**src/rtl/pipe_stage_if.sv**
```systemverilog
// ---------------------------------------------------------------------
// pipe_stage_if : valid/ready/data stream bundle for pipeline latches
// Rev 1.0
// ---------------------------------------------------------------------
`default_nettype none

interface pipe_stage_if #(
  parameter int DW = 62
) ();
  logic          valid;
  logic          ready;
  logic [DW-1:0] data;

  modport master (output valid, output data, input ready);
  modport slave  (input valid, input data, output ready);
endinterface

`default_nettype wire

```
**src/rtl/pipe_stage_ctrl.sv**
```systemverilog
// ---------------------------------------------------------------------
// pipe_stage_ctrl : skid-buffered pipeline latch with stall/flush and transfer counter
// Rev 1.0
// ---------------------------------------------------------------------
`default_nettype none

module pipe_stage_ctrl #(
  parameter int DW    = 62,
  parameter int CNT_W = 32
) (
  input  wire logic             clk,
  input  wire logic             rst,
  pipe_stage_if.slave           in_if,
  pipe_stage_if.master          out_if,
  input  wire logic             stall,
  input  wire logic             flush,
  output logic [1:0]            occupancy,
  output logic [CNT_W-1:0]      xfer_cnt
);

  typedef enum logic [1:0] {
    EMPTY = 2'd0,
    ONE   = 2'd1,
    TWO   = 2'd2
  } state_t;

  state_t        state_q;
  logic [DW-1:0] main_q;
  logic [DW-1:0] skid_q;
  logic          full_q;
  logic          in_fire;
  logic          out_fire;

  // full_q mirrors state==TWO so in_ready comes straight from a flop
  assign in_if.ready  = !full_q && !stall && !flush && !rst;
  assign out_if.valid = (state_q != EMPTY) && !stall;
  assign out_if.data  = main_q;
  assign occupancy    = state_q;

  assign in_fire  = in_if.valid && in_if.ready;
  assign out_fire = out_if.valid && out_if.ready;

  always_ff @(posedge clk) begin
    if (rst) begin
      state_q  <= EMPTY;
      full_q   <= 1'b0;
      main_q   <= '0;
      skid_q   <= '0;
      xfer_cnt <= '0;
    end else if (flush) begin
      state_q <= EMPTY;
      full_q  <= 1'b0;
    end else begin
      if (out_fire) begin
        xfer_cnt <= xfer_cnt + CNT_W'(1);
      end
      case (state_q)
        EMPTY: begin
          if (in_fire) begin
            state_q <= ONE;
            main_q  <= in_if.data;
          end
        end
        ONE: begin
          if (in_fire && !out_fire) begin
            state_q <= TWO;
            full_q  <= 1'b1;
            skid_q  <= in_if.data;
          end else if (in_fire && out_fire) begin
            main_q <= in_if.data;
          end else if (out_fire) begin
            state_q <= EMPTY;
          end
        end
        TWO: begin
          if (out_fire) begin
            state_q <= ONE;
            full_q  <= 1'b0;
            main_q  <= skid_q;
          end
        end
        default: begin
          state_q <= EMPTY;
          full_q  <= 1'b0;
        end
      endcase
    end
  end

endmodule

`default_nettype wire

```
**src/flat_wrapper.sv**
```systemverilog
// flat-port wrapper written by rule: the top's interface ports become plain ports
module pipe_stage_ctrl_flat 
#(
  parameter int DW    = 62,
  parameter int CNT_W = 32
)
  (clk, rst, stall, flush, occupancy, xfer_cnt, in_if_valid, in_if_data, in_if_ready, out_if_valid, out_if_data, out_if_ready);
  pipe_stage_if #(.DW(DW)) in_if_i ();
  pipe_stage_if #(.DW(DW)) out_if_i ();
  input  wire logic clk;
  input  wire logic rst;
  input  wire logic stall;
  input  wire logic flush;
  output logic [1:0] occupancy;
  output logic [CNT_W-1:0] xfer_cnt;
  input wire logic [$bits(in_if_i.valid)-1:0] in_if_valid;
  input wire logic [$bits(in_if_i.data)-1:0] in_if_data;
  output wire logic [$bits(in_if_i.ready)-1:0] in_if_ready;
  output wire logic [$bits(out_if_i.valid)-1:0] out_if_valid;
  output wire logic [$bits(out_if_i.data)-1:0] out_if_data;
  input wire logic [$bits(out_if_i.ready)-1:0] out_if_ready;
  assign in_if_i.valid = in_if_valid;
  assign in_if_i.data = in_if_data;
  assign in_if_ready = in_if_i.ready;
  assign out_if_valid = out_if_i.valid;
  assign out_if_data = out_if_i.data;
  assign out_if_i.ready = out_if_ready;
  pipe_stage_ctrl #(.DW(DW), .CNT_W(CNT_W)) u_core (.clk(clk), .rst(rst), .in_if(in_if_i), .out_if(out_if_i), .stall(stall), .flush(flush), .occupancy(occupancy), .xfer_cnt(xfer_cnt));
endmodule
```
**config.mk**
```make
export PLATFORM = sky130hd
export DESIGN_NAME = pipe_stage_ctrl_flat
export DESIGN_NICKNAME = d
export VERILOG_FILES = /design/src/rtl/pipe_stage_if.sv /design/src/rtl/pipe_stage_ctrl.sv /design/src/flat_wrapper.sv
export SDC_FILE = /design/constraint.sdc
export NUM_CORES = 1
export LEC_CHECK = 0
export CELL_PAD_IN_SITES_DETAIL_PLACEMENT = 0
export CELL_PAD_IN_SITES_GLOBAL_PLACEMENT = 1
export CORE_MARGIN = 2
export CORE_UTILIZATION = 41
export DETAILED_ROUTE_END_ITERATION = 7
export PLACE_DENSITY = 0.92
export SLEW_MARGIN = 20
export SYNTH_ARGS = -nofsm -noshare
export SYNTH_HDL_FRONTEND = slang
export SYNTH_SLANG_ARGS = --single-unit
```
**constraint.sdc**
```tcl
create_clock -name clk -period 3.6 [get_ports clk]
set_input_delay 1.08 -clock clk [delete_from_list [all_inputs] [get_ports clk]]
set_output_delay 1.08 -clock clk [all_outputs]
set_load 0.01 [all_outputs]
```
==> results.md <==
* Ys async rst share at 0%
* Simple-gate area share of the yosys netlist at ~20%
* Wire per inst at about 15 um
* Synth area leaders: dfxtp_1 43%, a221oi_2 12%, nand2_1 6.8%, a211oi_1 6.3%, nor2b_1 6.1%
* Drt initial violations at 372
* Max Cap Viol at 0
* Synth Net Count at roughly 900
* Vias in the first global route at ~5800
* # setup viols final at 0
* Grt ovf at 0
* # port buffers at about 170
* Fin Clk Skew at ~8.1 ps
* Startpoint types: input port
* Initial antenna violation count at 1
* Synth Cell Area at around 0.0074 mm2
* Max Transition Viols Final at 0
* HP Class: flip-flop to flip-flop
* Clock transition at path regs at approximately 60 ps
* # rows at between 40 and 50
* Setup tns final at 0 ps
* Top cell type's share of synthesized area at between 40% and 50%
* Antenna-violating nets left at 0
* Share of cells above drive strength 1 at 13.2%
* Pwr Total at around 4000 uW
* Detailed Routing Iterations Pass 1 at 5
* GPL Wtd Cong at 0.790
* Post-CTS setup buffer count at 0
* Starting Density at between 40 and 50%
* Main combinational cell family by area after synthesis: compound AO/OA/AOI/OAI gates
* Synth Instances at 838
* R2R Path Start: u_core.occupancy[0]$_SDFFE_PP0P_
* Post-detail-place hpwl at approximately 11000 um
* Reg2reg end: u_core.xfer_cnt[28]$_SDFFE_PP0P_
* R2R depth at 5
* Post-route cell area at between 0.009 and 0.01 mm2
* Worst setup EP type: output port
* Clock root buffer: clkbuf_16
* Die ar. at approximately 0.019 mm2
* Post-synth cell types at 47
* Sequential share of power at between 40% and 50%
* Sequential fraction of the synthesis area at a little over two fifths
* Internal at approximately 3100 uW
* Outcome: completed
* Compound-Gate Fraction of Synth Area at around a quarter
* Max Freq at approximately 0.29 GHz
* Cts-stage hold buffer count at 0
* Sw power at about 940 uW
* Die Wd at between 100 and 150 um
* Hold Vio Cnt, Final at 0
* RSZ-0062 raised after global routing: false
* I/O pins at around 170
* Final WL at about 18000 um
* Top_reg_cell synth: dfxtp_1
* Post-synth EDFFs at 0
* Final min period at 3460 ps
* Hold Path End: u_core.skid_q[42]$_SDFFE_PP0P_
* Synth Register Bits at 159
* Critical Path Fanout Max at 4
* R2R Setup Slk at about 1300 ps
* Relative slew slack at 34.5%
* First-pass GRT wire length at 29800 um
* Routed via count at between 6000 and 7000
* Antenna fix cells at 0
* Mux share of post-synthesis cell area at 1.19%
* Largest net degree at the start of global routing at 167
* Clock latency at the later pin of the worst-skew pair at between 400 and 500 ps
* Leak Pwr at roughly 0.0031 uW
* Slew @ Worst Pin at just under 1000 ps
* Worst EP arrival at between 2000 and 2500 ps
* Dpl cell area at 0.00923 mm2
* Hold path cells at 2
* Synthesized-area fraction occupied by adder cells at 0.168%
* Residual DRC at 0
* Final core utilization at between 50% and 60%
* Vias per cell at 5.25
* Synth Area in XOR/XNOR at 0.941%
* Area leader, netlist: dfxtp_1
* Yosys warning total at 0
* Net Sw Frac at between 20% and 30%
* Power per standard cell area at roughly 410 mW/mm2
* Final worst path period share at between 90% and 100%
* Critical hold path startpoint: u_core.skid_q[42]$_SDFFE_PP0P_
* Total GRT Usage at 18.9%
* Die H at approximately 140 um
* WHS at 453 ps
* Setup CP Type: input port to output port
* Total core area at between 0.015 and 0.02 mm2
* Worst Path Required at about 2500 ps
* Logic pwr share at ~7.3%
* Clock buffer depth at 2
* CTS sink cnt at approximately 160
* CTS tree: done
* Synth Area per Inst at between 8 and 9 um2
* TritonCTS Buffers at 17
* Area delta synth->final at 32.8%
* CTS H-Tree Depth at 4
* Clock network fraction of total power at between 40% and 50%
* VDD IR-drop max at 0.000351 V
* Fin nets at between 1000 and 1500
sequential cells by signal (all words and copies together), names as in the netlist:
signal and flops:
u_core.skid_q 62, u_core.out_if.data 62, u_core.xfer_cnt 32, u_core.full_q 1
u_core.occupancy 2
layout by cell type, fill, tap and decap left out, drive strengths merged, types with 4 or more instances in the layout:
cell,n
inv,75
or4,12
or3,7
a211oi,62
clkdlybuf4s50,162
o21ai,6
clkbuf,19
xor2,4
a21oi,79
nand2,135
and4,5
nor2,18
clkinv,4
nor3,7
and3,4
mux2,7
nor4,6
dfxtp,159
nor2b,72
nand4,9
xnor2,4
nand3,11
a221oi,62
o31ai,10
buf,18
bufinv,4
final cells by class:
class                      count  area [um2]
sequential                   159        3180
tap                          229         287
clock inverter                13         203
timing repair buffer         181        1850
fill                        1643        8020
inverter                      71         267
clock buffer                  19         453
multi-input combinational    535        3650
routing by layer:
layer  track usage, %  wire length [um]  vias up
li1                 -                 -     3208
met1             25.1              8480     2979
met2             30.4              8740      136
met3             4.87               899       12
met4             5.48               190        2
met5                0                15        -
worst max path at each step:
| stage | startpoint | to | slack (ps) | cells past startpoint |
|---|---|---|---|---|
| finish | stall | out_if_valid | 140 | 4 |
| global route | stall | out_if_valid | 60 | 4 |
| CTS | stall | in_if_ready | 70 | 3 |
| detailed placement | stall | in_if_ready | 80 | 3 |
| global placement | stall | in_if_ready | 90 | 3 |
| floorplan | flush | in_if_ready | 910 | 2 |
what timing repair did:
action / in CTS / in global routing
endpoints found under the hold margin: 0 / 0
setup endpoints to repair: 0 / 1
resized for setup: 0 / 1
power groups by stage:
| stage | combinational (uW) | clock [uW] | sequential (uW) |
|---|---|---|---|
| floorplan | 147 | 0 | 1830 |
| global placement | 299 | 0 | 1820 |
| detailed placement | 300 | 0 | 1820 |
| CTS | 301 | 2040 | 1780 |
| global route | 323 | 2110 | 1790 |
| finish | 299 | 2000 | 1780 |
synthesized netlist by cell type, types with 5 or more instances:
library cell / n
a211oi_1: 62
a21oi_1: 79
a221oi_2: 60
and4_1: 5
buf_2: 18
buf_6: 8
clkbuf_1: 40
dfxtp_1: 159
inv_1: 71
mux2_2: 7
nand2_1: 135
nand3_1: 11
nand4_1: 8
nor2_1: 18
nor2b_1: 72
nor3_1: 7
o21ai_0: 6
o31ai_1: 10
or3_1: 7
or4_1: 10
stage by stage:
step	cells	setup slack (ps)
after CTS	1207	73.5
final	1207	136
after global routing	1207	58.0
after detailed placement	1175	83.7
after global placement	1175	86.8
after floorplan	838	913
worst max-delay path: stages:
cell and delay, ps:
clkdlybuf4s50_1 480, o21bai_4 210, inv_1 80, clkdlybuf4s50_1 530
cells by family (layout without fill, tap and decap cells):
| kind of cell | after synthesis | count (layout) |
|---|---|---|
| simple gates | 290 | 290 |
| mux | 8 | 8 |
| buf+inv | 144 | 284 |
| fa+ha+maj | 1 | 1 |
| flops | 159 | 159 |
| xor+xnor | 8 | 8 |
| compound gates | 228 | 228 |
(Power assumes the default switching activity.)
